<file path="config.mk">
export PLATFORM = sky130hd
export DESIGN_NAME = sync_fifo_std
export DESIGN_NICKNAME = d
export VERILOG_FILES = /design/src/rtl/sync_fifo_std_pkg.sv /design/src/rtl/fifo_sdp_ram.sv /design/src/rtl/sync_fifo_std.sv
export SDC_FILE = /design/constraint.sdc
export NUM_CORES = 1
export LEC_CHECK = 0
export CAP_MARGIN = 20
export CORE_UTILIZATION = 55
export CTS_CLUSTER_DIAMETER = 50
export DETAILED_ROUTE_END_ITERATION = 8
export PLACE_DENSITY = 0.74
export SLEW_MARGIN = 20
export SYNTH_ARGS = -nofsm -noshare
export SYNTH_HDL_FRONTEND = slang
export SYNTH_SLANG_ARGS = --single-unit
</file>
<file path="constraint.sdc">
create_clock -name clk -period 8.43 [get_ports clk]
set_input_delay 2.1075 -clock clk [delete_from_list [all_inputs] [get_ports clk]]
set_output_delay 2.1075 -clock clk [all_outputs]
set_load 0.02 [all_outputs]
</file>
<file path="src/rtl/sync_fifo_std_pkg.sv">
// rtl/sync_fifo_std_pkg.sv - shared FIFO pointer sizing and full/empty decode
// Kept width-agnostic (32-bit zero-extended pointers) so async FIFOs can reuse it.
package sync_fifo_std_pkg;

   typedef logic [31:0] ptr_word_t;

   typedef struct packed {
      logic empty;
      logic full;
   } fifo_flags_t;

   // One extra wrap bit distinguishes full from empty when the addresses match.
   function automatic int ptr_width(input int addr_width);
      return addr_width + 1;
   endfunction

   function automatic fifo_flags_t decode_flags(input ptr_word_t wr_ptr,
                                                input ptr_word_t rd_ptr,
                                                input int unsigned addr_width);
      ptr_word_t   diff;
      fifo_flags_t flags;
      diff        = wr_ptr ^ rd_ptr;
      flags.empty = (diff == '0);
      flags.full  = ((diff & ((32'd1 << addr_width) - 32'd1)) == '0) && diff[addr_width];
      return flags;
   endfunction

endpackage

</file>
<file path="src/rtl/fifo_sdp_ram.sv">
// rtl/fifo_sdp_ram.sv - simple dual-port RAM, one write port, registered read port
// Array is unreset so it maps onto block RAM; only the output register clears.
module fifo_sdp_ram #(
   parameter int DATA_WIDTH = 8,
   parameter int ADDR_WIDTH = 4
) (
   input  logic                  clk,
   input  logic                  rst,
   input  logic                  we_i,
   input  logic [ADDR_WIDTH-1:0] waddr_i,
   input  logic [DATA_WIDTH-1:0] wdata_i,
   input  logic                  re_i,
   input  logic [ADDR_WIDTH-1:0] raddr_i,
   output logic [DATA_WIDTH-1:0] rdata_o
);

   logic [DATA_WIDTH-1:0] mem [2**ADDR_WIDTH];
   logic [DATA_WIDTH-1:0] rdata_q;

   always_ff @(posedge clk) begin
      if (we_i) begin
         mem[waddr_i] <= wdata_i;
      end
   end

   always_ff @(posedge clk) begin
      if (rst) begin
         rdata_q <= '0;
      end else if (re_i) begin
         rdata_q <= mem[raddr_i];
      end
   end

   assign rdata_o = rdata_q;

endmodule

</file>
<file path="src/rtl/sync_fifo_std.sv">
// rtl/sync_fifo_std.sv - standard-mode synchronous FIFO, 1-cycle registered read
// Optional overflow/underflow pulses are built only when SYNC_FIFO_ERR_EN is defined.
module sync_fifo_std
   import sync_fifo_std_pkg::*;
#(
   parameter int DATA_WIDTH         = 8,
   parameter int ADDR_WIDTH         = 4,
   parameter int ALMOST_FULL_THRESH = 2**ADDR_WIDTH - 1
) (
   input  logic                  clk,
   input  logic                  rst,
   input  logic                  wr_en,
   input  logic [DATA_WIDTH-1:0] din,
   output logic                  full,
   output logic                  almost_full,
   input  logic                  rd_en,
   output logic [DATA_WIDTH-1:0] dout,
   output logic                  empty,
   output logic [ADDR_WIDTH:0]   data_count,
   output logic                  overflow,
   output logic                  underflow
);

   localparam int PW = ptr_width(ADDR_WIDTH);

   logic [PW-1:0] wr_ptr_q, wr_ptr_d;
   logic [PW-1:0] rd_ptr_q, rd_ptr_d;
   logic          wr_accept;
   logic          rd_accept;
   fifo_flags_t   flags;

   assign flags       = decode_flags(ptr_word_t'(wr_ptr_q), ptr_word_t'(rd_ptr_q), ADDR_WIDTH);
   assign empty       = flags.empty;
   assign full        = flags.full;
   assign data_count  = wr_ptr_q - rd_ptr_q;
   assign almost_full = int'(data_count) >= ALMOST_FULL_THRESH;

   // Requests on a reset edge are ignored, so neither RAM nor pointers move.
   assign wr_accept = wr_en && !full && !rst;
   assign rd_accept = rd_en && !empty && !rst;

   always_comb begin
      wr_ptr_d = wr_ptr_q;
      rd_ptr_d = rd_ptr_q;
      if (wr_accept) wr_ptr_d = wr_ptr_q + PW'(1);
      if (rd_accept) rd_ptr_d = rd_ptr_q + PW'(1);
   end

   always_ff @(posedge clk) begin
      if (rst) begin
         wr_ptr_q <= '0;
         rd_ptr_q <= '0;
      end else begin
         wr_ptr_q <= wr_ptr_d;
         rd_ptr_q <= rd_ptr_d;
      end
   end

   fifo_sdp_ram #(
      .DATA_WIDTH (DATA_WIDTH),
      .ADDR_WIDTH (ADDR_WIDTH)
   ) u_ram (
      .clk     (clk),
      .rst     (rst),
      .we_i    (wr_accept),
      .waddr_i (wr_ptr_q[ADDR_WIDTH-1:0]),
      .wdata_i (din),
      .re_i    (rd_accept),
      .raddr_i (rd_ptr_q[ADDR_WIDTH-1:0]),
      .rdata_o (dout)
   );

`ifdef SYNC_FIFO_ERR_EN
   logic overflow_q, underflow_q;

   always_ff @(posedge clk) begin
      if (rst) begin
         overflow_q  <= 1'b0;
         underflow_q <= 1'b0;
      end else begin
         overflow_q  <= wr_en && full;
         underflow_q <= rd_en && empty;
      end
   end

   assign overflow  = overflow_q;
   assign underflow = underflow_q;
`else
   assign overflow  = 1'b0;
   assign underflow = 1'b0;
`endif

endmodule

</file>
== After elaboration in Yosys (flattened, before gate mapping) ==
Memory sizes are Yosys's and may differ from the RTL's. A register that Yosys moved wholly into a read port is not among the register bits.
Cells that the tools add are included.
Cells by class
  order comparisons: 1
  reduce and logical (&&, ||, !) cells: 10
  muxes and demuxes: 2
  add/sub/neg operators: 3
  bitwise gates (word level): 1
Operators by type and width (count)
  zero test 32 bit: 2
  adder 5 x 1 -> 5 bit (second input constant): 2
  greater-or-equal comparator 5 x 4 -> 1 bit (second input constant): 1
  logical AND 1 bit: 5
  subtractor 5 bit: 1
  XOR 5 bit: 1
  zero test 1 bit: 3
  2-to-1 mux 1 bit: 2
Word-level totals
  bits in registers: 10
  memories: 1
  output and inout port bits: 18
  logic and storage cells: 20
  RAM bits: 128
  input bits: 12
Memory list
  u_ram.mem: depth 16, bits a word 8, rd ports 1, clocked after memory_dff 1, wr ports 1, RTL line fifo_sdp_ram.sv:17  | logic [DATA_WIDTH-1:0] mem [2**ADDR_WIDTH];

== Logic depth before layout (Yosys ltp) ==
Gate-level depths: netlist of the first run.
  word-level depth: 8
  mapped depth: 10
  mapped depth without buffers: 8

== Cells and area by module ==
Synthesis of the first run repeated with hierarchy kept, for this count alone.
Second synthesis, totals
  cell total of the unflattened synthesis: 391
  area, all modules: 6000.8 um^2
Modules (own cells, without submodules)
  fifo_sdp_ram: instances 1, cells an instance 316, seq. area each 4003.8 um^2, area an instance 5343.9 um^2
  sync_fifo_std: instances 1, cells an instance 75, seq. area each 200.2 um^2, area an instance 656.9 um^2

== Least setup slack after synthesis of the first run ==
No wires, ideal clock.
  kind: reg-to-output
  start: register rd_ptr_q[1]
  end: output almost_full
  setup slack: 3.958 ns
  stages on the path, launching flop included: 8
  data required time: 6.323 ns
  arrival: 2.365 ns
  cells stage by stage: dfxtp_1 -> buf_6 -> buf_6 -> inv_1 -> fa_1 -> xor2_1 -> nand3_1 -> o31ai_1
On the way
  longest elaborated chain between the ends: 2
Ends and longest elaborated chain
  start: declaration: RTL line sync_fifo_std.sv:27  | logic [PW-1:0] rd_ptr_q, rd_ptr_d;
  start signal: assignment: RTL line sync_fifo_std.sv:55  | rd_ptr_q <= rd_ptr_d;
  subtractor 5 bit: RTL line sync_fifo_std.sv:35  | assign data_count = wr_ptr_q - rd_ptr_q;
  net data_count[2]: RTL line sync_fifo_std.sv:19  | output logic [ADDR_WIDTH:0] data_count,
  greater-or-equal comparator 5 x 4 -> 1 bit: RTL line sync_fifo_std.sv:36  | assign almost_full = int'(data_count) >= ALMOST_FULL_THRESH;
  end: declaration: RTL line sync_fifo_std.sv:15  | output logic almost_full,
The timed path passes the listed nets, and every way through them passes these cells.

== Worst setup path in the final report of the first run ==
  start: register rd_ptr_q[1]
  end: output almost_full
On the way
  longest elaborated chain between the ends: 2
Ends and longest elaborated chain (RTL line)
  subtractor 5 bit: sync_fifo_std.sv:35
  greater-or-equal comparator 5 x 4 -> 1 bit: sync_fifo_std.sv:36
No other way between the ends.

==> impl_metrics.env, run 1 <==
export IMPL_place_inst=525
export IMPL_synth_flop_cell="edfxtp_1"
export IMPL_cts_max_path_buffers=2
export IMPL_antenna_found_initial=0
export IMPL_slew_headroom=0.360
export IMPL_grt_pass1_vias=3266
export IMPL_vias_per_cell=6.01
export IMPL_vias=3346
export IMPL_syn_area_per_cell_um2=15.8
export IMPL_crit_fanout=32
export IMPL_critPathKind="register to output port"
export IMPL_cts_resized=0
export IMPL_diodes=0
export IMPL_setup_tns_ps=0
export IMPL_setup_viol=0
export IMPL_rsz0062_at_grt="false"
export IMPL_fmax_ghz=0.176
export IMPL_design_area_um2=6910
export IMPL_synth_common_cells="edfxtp_1 (128), mux2i_1 (50), nor2_1 (42)"
export IMPL_critPathCapture="almost_full"
export IMPL_cts_root_buf="clkbuf_8"
export IMPL_dieArea_um2=11300
export IMPL_drt_total_wl_mm=12.3
export IMPL_cap_violations=0
export IMPL_syn_cell_area_um2=6010
export IMPL_dr_pass1_iters=5
export IMPL_synth_top_area_share=0.640
export IMPL_synthCells=380
export IMPL_io_buffers=27
export IMPL_min_path_type="register to register"
export IMPL_core_area_um2=10500
export IMPL_worst_pin_slew_ps=960
export IMPL_placed_area_um2=6330
export IMPL_core_rowCount=37
export IMPL_crit_start="rd_ptr_q[1]"
export IMPL_cts_sinks=146
export IMPL_cts_setup_buffers=0
export IMPL_drt_iter0_drc=302
export IMPL_synth_seq_cells=146
export IMPL_finalNonFillerCells=557
export IMPL_r2r_end="u_ram.mem[11][2]"
export IMPL_fin_crit_ps=5670
export IMPL_synth_largest_area_cell="edfxtp_1"
export IMPL_grt_usage=0.240
export IMPL_ys_types=45
export IMPL_gp_congestion=0.873
export IMPL_drv_slew=0
export IMPL_ant_nets=0
export IMPL_dp_hpwl_mm=7.80
export IMPL_yosysMostFrequentCell="edfxtp_1"
export IMPL_clk_pin_slew_ps=60
export IMPL_arrival_ps=3570
export IMPL_ios=30
export IMPL_drive_above_1_share=0.116
export IMPL_start_util=0.574
export IMPL_skew_ps=7.56
export IMPL_hold_buffers=0
export IMPL_numCtsBuffers=17
export IMPL_finalHoldViolCount=0
export IMPL_clk_latency_ps=540
export IMPL_timing_hold_ws_ps=512
export IMPL_htreeDepth=4
export IMPL_yosysSeqAreaShare=0.700
export IMPL_yosysWarnings=0
export IMPL_total_power_mw=1.78
export IMPL_cp_required_ps=6320
export IMPL_nets=430
export IMPL_rr_worst_depth=6
export IMPL_grt_max_degree=33
export IMPL_static_leakage_power_nw=2.16
export IMPL_area_growth_pct=15.0
export IMPL_end_kind="output port"
export IMPL_status="complete, no violations"
export IMPL_synth_area_leaders="edfxtp_1 (64%), mux2i_1 (8.3%), dfxtp_1 (6.0%)"
export IMPL_grt_pass1_wl_mm=19.0
export IMPL_power_density_nw_per_um2=258
export IMPL_ir_drop_mv=0.143
export IMPL_drc=0
export IMPL_die_w_um=107
export IMPL_r2r_start="rd_ptr_q[1]"
export IMPL_cts_tree="done"
export IMPL_synthArstFlopShare=0
export IMPL_start_kind="register"
export IMPL_fin_crit_sh=0.673
export IMPL_die_y_um=107
export IMPL_regToRegSetupSlack_ps=4870
export IMPL_gr_total_overflow=0
export IMPL_synth_edff_count=128
export IMPL_wl_per_cell_um=22.1
[area by class of cell]
type,count,area (um^2)
flip-flops and latches,146,4210
multi-input cells,202,1650
well taps,136,170
fillers,732,3550
clock inverters,13,136
repair buffers,29,285
inverters,12,45.0
clock buffers,19,422
[worst min path at each step]
stage,startpoint,endpoint,slack [ps],cells after the start
2_1_floorplan,rd_ptr_q[4],rd_ptr_q[4],540,2
3_3_place_gp,u_ram.rdata_o[2],u_ram.rdata_o[2],500,2
3_5_place_dp,u_ram.rdata_o[2],u_ram.rdata_o[2],510,2
4_1_cts,u_ram.rdata_o[2],u_ram.rdata_o[2],520,2
5_1_grt,u_ram.rdata_o[5],u_ram.rdata_o[5],550,2
6_report,u_ram.rdata_o[2],u_ram.rdata_o[2],510,2
[state kept, by name (all words and copies together), names as in the netlist]
signal / flops
rd_ptr_q: 5
u_ram.rdata_o: 8
u_ram.mem: 128
wr_ptr_q: 5
[where the power goes]
part,total [mW],switching [mW],internal (mW),leakage [nW]
logic,0.251,0.145,0.106,0.589
clock network,0.706,0.286,0.420,0.266
registers,0.825,0.0213,0.804,1.30
total,1.78,0.453,1.33,2.16
[cells in the final DEF, fill, tap and decap left out, types with 4 or more instances in the layout]
master | netlist | routed
clkdlybuf4s50_1 | 0 | 27
o21ai_0 | 10 | 10
clkbuf_16 | 0 | 16
a221oi_1 | 8 | 8
o22ai_1 | 16 | 16
xnor2_1 | 9 | 9
dfxtp_1 | 18 | 17
nor2_1 | 42 | 42
mux4_2 | 8 | 8
a311oi_1 | 6 | 6
edfxtp_1 | 128 | 128
inv_1 | 12 | 12
nor3_2 | 0 | 4
nand2_1 | 5 | 5
mux2i_1 | 50 | 50
ha_1 | 9 | 9
[per-stage QoR]
| stage | util | setup slack, ps |
|---|---|---|
| after global placement | 0.605 | 3500 |
| after CTS | 0.659 | 2730 |
| after floorplan | - | 3960 |
| after global routing | 0.661 | 2500 |
| after detailed placement | 0.605 | 3360 |
| final | 0.661 | 2760 |
[metal layers]
metal | global-route usage | vias to the layer above | wire length, um
met3 | 0.0674 | 23 | 720
met1 | 0.326 | 1670 | 5510
met5 | 0 | - | 0
met2 | 0.364 | 127 | 5790
li1 | - | 1526 | -
met4 | 0.105 | 0 | 303
[critical path: stages, from the launching register on]
cell             delay, ps
dfxtp_2                940
inv_1                  210
ha_1                   380
nor2b_1                150
o21ai_0                210
a21boi_0               190
o31ai_1                290
clkdlybuf4s50_1        650
[cells by family (layout without fill, tap and decap cells)]
kind of cell	count (synthesis)	after routing	synth area share
flops	146	146	0.700
xor+xnor	12	12	0.0175
other cells	1	2	0.000624
compound gates	54	54	0.0671
simple gates	66	66	0.0498
buf+inv	33	73	0.0300
fa+ha+maj	10	10	0.0221
mux	58	58	0.113
Power figures use the tool's default switching activity.
==> inputs of run 2 (changes only) <==
Clock period 8.43 ns to 5.7 ns, I/O delays scaled along.
==> run 2 against run 1 <==
Via count decreased by 1.4%. Critical path depth unchanged. Clock skew increased by 3.4 ps. Register-to-register slack got worse by 2700 ps. Wire length decreased by 2.9%. Worst setup slack got worse by 1500 ps. Global-route usage decreased by 0.49 points.
==> impl_metrics.env, run 2 (synthesized netlist as in run 1, its figures left out) <==
export IMPL_status="complete, no violations"
export IMPL_numCtsBuffers=17
export IMPL_clk_latency_ps=520
export IMPL_cts_resized=0
export IMPL_core_area_um2=10500
export IMPL_grt_pass1_vias=3370
export IMPL_drt_iter0_drc=264
export IMPL_grt_pass1_wl_mm=18.6
export IMPL_gr_total_overflow=0
export IMPL_drive_above_1_share=0.114
export IMPL_core_rowCount=37
export IMPL_static_leakage_power_nw=2.17
export IMPL_cts_sinks=146
export IMPL_cp_required_ps=4280
export IMPL_fmax_ghz=0.225
export IMPL_vias=3299
export IMPL_ant_nets=0
export IMPL_min_path_type="register to register"
export IMPL_dp_hpwl_mm=7.78
export IMPL_critPathKind="register to output port"
export IMPL_die_y_um=107
export IMPL_grt_usage=0.235
export IMPL_timing_hold_ws_ps=533
export IMPL_cts_setup_buffers=0
export IMPL_power_density_nw_per_um2=384
export IMPL_wl_per_cell_um=21.4
export IMPL_finalNonFillerCells=558
export IMPL_drc=0
export IMPL_setup_viol=0
export IMPL_htreeDepth=4
export IMPL_cts_root_buf="clkbuf_8"
export IMPL_start_util=0.574
export IMPL_critPathBufInv=3
export IMPL_crit_fanout=31
export IMPL_area_growth_pct=15.4
export IMPL_final_common_cell="edfxtp_1"
export IMPL_clk_pin_slew_ps=60
export IMPL_fin_crit_sh=0.780
export IMPL_cp_cell_sequence="buf_4 -> inv_1 -> ha_1 -> o21ai_0 -> nor3b_1 -> o31ai_1 -> clkdlybuf4s50_1"
export IMPL_drt_total_wl_mm=12.0
export IMPL_place_inst=526
export IMPL_gp_congestion=0.808
export IMPL_diodes=0
export IMPL_arrival_ps=3020
export IMPL_top_register="u_ram.mem"
export IMPL_crit_slowest_cell="clkdlybuf4s50_1"
export IMPL_vias_per_cell=5.91
export IMPL_worst_pin_slew_ps=1110
export IMPL_cts_max_path_buffers=2
export IMPL_antenna_found_initial=0
export IMPL_slowest_delay_ps=650
export IMPL_hold_buffers=0
export IMPL_finalHoldViolCount=0
export IMPL_fin_crit_ps=4440
export IMPL_start_kind="register"
export IMPL_cts_tree="done"
export IMPL_pre_cts_ws_ps=1370
export IMPL_dieArea_um2=11300
export IMPL_critPathTopFamily="buffers and inverters"
export IMPL_ios=30
export IMPL_drv_slew=0
export IMPL_dr_pass1_iters=5
export IMPL_setup_tns_ps=0
export IMPL_skew_ps=11.0
export IMPL_end_kind="output port"
export IMPL_io_buffers=27
export IMPL_largest_reg_flops=128
export IMPL_slew_headroom=0.252
export IMPL_die_w_um=107
export IMPL_rsz0062_at_grt="false"
export IMPL_cap_violations=0
export IMPL_ir_drop_mv=0.217
export IMPL_grt_max_degree=32
export IMPL_setup_ws_ps=1260
export IMPL_regToRegSetupSlack_ps=2170
export IMPL_nets=432
export IMPL_final_cell_mix="edfxtp_1 (128), mux2i_1 (50), nor2_1 (42)"
==> run 2: changes by cell type in the layout (fill, tap and decap cells not counted), sizes merged <==
cell | previous run | this run
buf | 2 | 3
bufinv | 2 | 3
clkbuf | 19 | 20
clkinv | 7 | 4
clkinvlp | 3 | 2
inv | 13 | 15
==> run 2: metal layers <==
layer / vias to the layer above / global-route usage / routed length, um
li1: 1527 / - / -
met1: 1643 / 0.315 / 5240
met2: 114 / 0.371 / 5940
met3: 15 / 0.0497 / 589
met4: 0 / 0.107 / 196
met5: - / 0 / 0
==> run 2: worst reg2reg max path, cell delays in order, from the launching register on <==
cell      delay (ps)
dfxtp_1          690
inv_1            190
ha_1             390
and4_1           290
a211oi_1         470
nand2_1          230
nor3_1           890
==> run 2: layout make-up <==
type                            count  area (um^2)
Tap cell                          136          170
Clock inverter                     12          158
Fill cell                         757         3530
Multi-Input combinational cell    202         1640
Inverter                           12         45.0
Clock buffer                       19          422
Timing Repair Buffer               31          298
Sequential cell                   146         4210
==> run 2: metrics by stage <==
step           total power, mW  utilization  area, um^2
2_1_floorplan             1.47            -        6010
3_3_place_gp              1.59        0.606        6340
3_5_place_dp              1.60        0.606        6340
4_1_cts                   2.68        0.661        6920
5_1_grt                   2.75        0.663        6940
6_report                  2.66        0.663        6940
==> run 2: worst paths after layout <==
check | from | to | cells past startpoint
hold reg to reg | u_ram.rdata_o[5] | u_ram.rdata_o[5] | 2
setup / recovery | rd_ptr_q[2] | almost_full | 7
hold / removal | u_ram.rdata_o[5] | u_ram.rdata_o[5] | 2
setup reg to reg | rd_ptr_q[3] | u_ram.mem[1][7] | 6
==> run 2: report_power, final <==
part / switching, mW / internal, mW / total, mW
combinational: 0.219 / 0.157 / 0.376
clock: 0.413 / 0.667 / 1.08
sequential: 0.0186 / 1.19 / 1.21
total: 0.651 / 2.01 / 2.66
==> inputs of run 3 (changes only) <==
Settings changed: CORE_UTILIZATION 55 to 54, PLACE_DENSITY 0.74 to 0.76.
Clock period 5.7 ns to 3.7 ns, I/O delays scaled along.
==> run 3 against run 2 <==
Global-route usage decreased by 1.6 points. Via count increased by 2.4%. Wire length decreased by 2.3%. First-iteration DRC count increased by 1.5%. Worst hold slack got worse by 12 ps. Die area increased by 1.8%. Critical path type unchanged. Largest cell class unchanged.
==> impl_metrics.env, run 3 (synthesized netlist as in run 1, its figures left out) <==
export IMPL_fin_crit_sh=0.943
export IMPL_worst_pin_slew_ps=1010
export IMPL_final_cell_mix="edfxtp_1 (128), mux2i_1 (50), nor2_1 (42)"
export IMPL_regArea_um2=4210
export IMPL_cts_root_buf="clkbuf_8"
export IMPL_start_kind="register"
export IMPL_vias=3379
export IMPL_end_kind="output port"
export IMPL_io_buffers=27
export IMPL_wl_per_cell_um=20.1
export IMPL_drt_total_wl_mm=11.7
export IMPL_fmax_ghz=0.287
export IMPL_clk_latency_ps=520
export IMPL_rr_worst_depth=6
export IMPL_grt_usage=0.219
export IMPL_clk_pin_slew_ps=60
export IMPL_dr_pass1_iters=5
export IMPL_die_y_um=107
export IMPL_critPathKind="register to output port"
export IMPL_core_rowCount=38
export IMPL_cap_violations=0
export IMPL_r2r_start="wr_ptr_q[2]"
export IMPL_critPathCapture="almost_full"
export IMPL_crit_fanout=4
export IMPL_p_clk_frac=0.379
export IMPL_ios=30
export IMPL_multiInputGateArea_um2=1630
export IMPL_numCtsBuffers=17
export IMPL_placed_area_um2=6490
export IMPL_dieArea_um2=11600
export IMPL_largest_reg_flops=128
export IMPL_cts_setup_buffers=0
export IMPL_cts_resized=2
export IMPL_grt_pass1_vias=3343
export IMPL_htreeDepth=4
export IMPL_vias_per_cell=5.83
export IMPL_power_density_nw_per_um2=559
export IMPL_fin_crit_ps=3490
export IMPL_nets=450
export IMPL_final_common_cell="edfxtp_1"
export IMPL_hold_buffers=0
export IMPL_grt_pass1_wl_mm=17.9
export IMPL_antenna_found_initial=0
export IMPL_start_util=0.554
export IMPL_top_register="u_ram.mem"
export IMPL_gp_congestion=0.785
export IMPL_static_leakage_power_nw=2.25
export IMPL_drive_above_1_share=0.143
export IMPL_status="complete, no violations"
export IMPL_area_growth_pct=16.8
export IMPL_gr_total_overflow=0
export IMPL_setup_tns_ps=0
export IMPL_finalHoldViolCount=0
export IMPL_setup_viol=0
export IMPL_switching_share=0.239
export IMPL_regToRegSetupSlack_ps=1140
export IMPL_ir_drop_mv=0.319
export IMPL_power_share_combinational=0.149
export IMPL_core_area_um2=10800
export IMPL_skew_ps=9.34
export IMPL_r2r_end="u_ram.mem[2][4]"
export IMPL_die_w_um=107
export IMPL_cts_tree="done"
export IMPL_drt_iter0_drc=268
export IMPL_min_path_cells=2
export IMPL_power_switching_mw=0.938
export IMPL_ant_nets=0
export IMPL_nFillCells=757
export IMPL_cp_required_ps=2770
export IMPL_p_int_mw=2.98
export IMPL_cts_max_path_buffers=2
export IMPL_diodes=0
export IMPL_design_area_um2=7020
export IMPL_drc=0
export IMPL_grt_max_degree=32
export IMPL_arrival_ps=2560
export IMPL_slew_headroom=0.326
export IMPL_dp_hpwl_mm=7.30
export IMPL_drv_slew=0
export IMPL_crit_start="wr_ptr_q[0]"
export IMPL_post_route_util=0.647
export IMPL_p_seq_frac=0.473
export IMPL_min_path_type="register to register"
export IMPL_cts_sinks=146
run 3: worst max-delay path: stages (launching register included):
cell and delay, ps:
dfxtp_1 340, inv_2 100, ha_1 170, inv_1 50, fa_1 400, a21o_1 190
a21oi_1 170, xnor2_1 180, o31ai_1 110, dlygate4sd2_1 330
run 3: worst min path at each step:
stage / start / to / slack, ps
final: u_ram.rdata_o[1] / u_ram.rdata_o[1] / 520
after global routing: u_ram.rdata_o[2] / u_ram.rdata_o[2] / 550
after CTS: u_ram.rdata_o[6] / u_ram.rdata_o[6] / 520
after detailed placement: u_ram.rdata_o[6] / u_ram.rdata_o[6] / 510
after global placement: u_ram.rdata_o[0] / u_ram.rdata_o[0] / 500
after floorplan: rd_ptr_q[4] / rd_ptr_q[4] / 540
run 3: per-layer routing:
metal	wire, um	part of all wire	vias to the layer above	GRT usage
met5	0	0	-	0
met2	5950	0.51	147	0.357
li1	-	-	1565	-
met1	4640	0.40	1648	0.284
met4	221	0.019	0	0.0832
met3	879	0.075	19	0.0545
run 3: power groups by stage:
stage,Sequential (mW),Clock [mW],Combinational [mW]
global route,1.86,1.56,0.627
floorplan,1.91,0,0.359
finish,1.85,1.48,0.583
CTS,1.85,1.50,0.586
global placement,1.88,0,0.566
detailed placement,1.89,0,0.585
run 3: area by class of cell:
type                    count  area share
inverters                  12     0.00642
clock inverters             5     0.00357
clock buffers              26      0.0713
multi-input cells         202       0.233
flip-flops and latches    146       0.599
repair buffers             49      0.0617
well taps                 140      0.0250
run 3: stage by stage:
step / instances / setup slack, ps / hold WS [ps] / power (mW)
3_5_place_dp: 549 / 473 / 512 / 2.47
6_report: 580 / 210 / 521 / 3.92
2_1_floorplan: 381 / 410 / 538 / 2.27
5_1_grt: 580 / -31.5 / 551 / 4.04
3_3_place_gp: 549 / 563 / 501 / 2.45
4_1_cts: 580 / 131 / 520 / 3.94
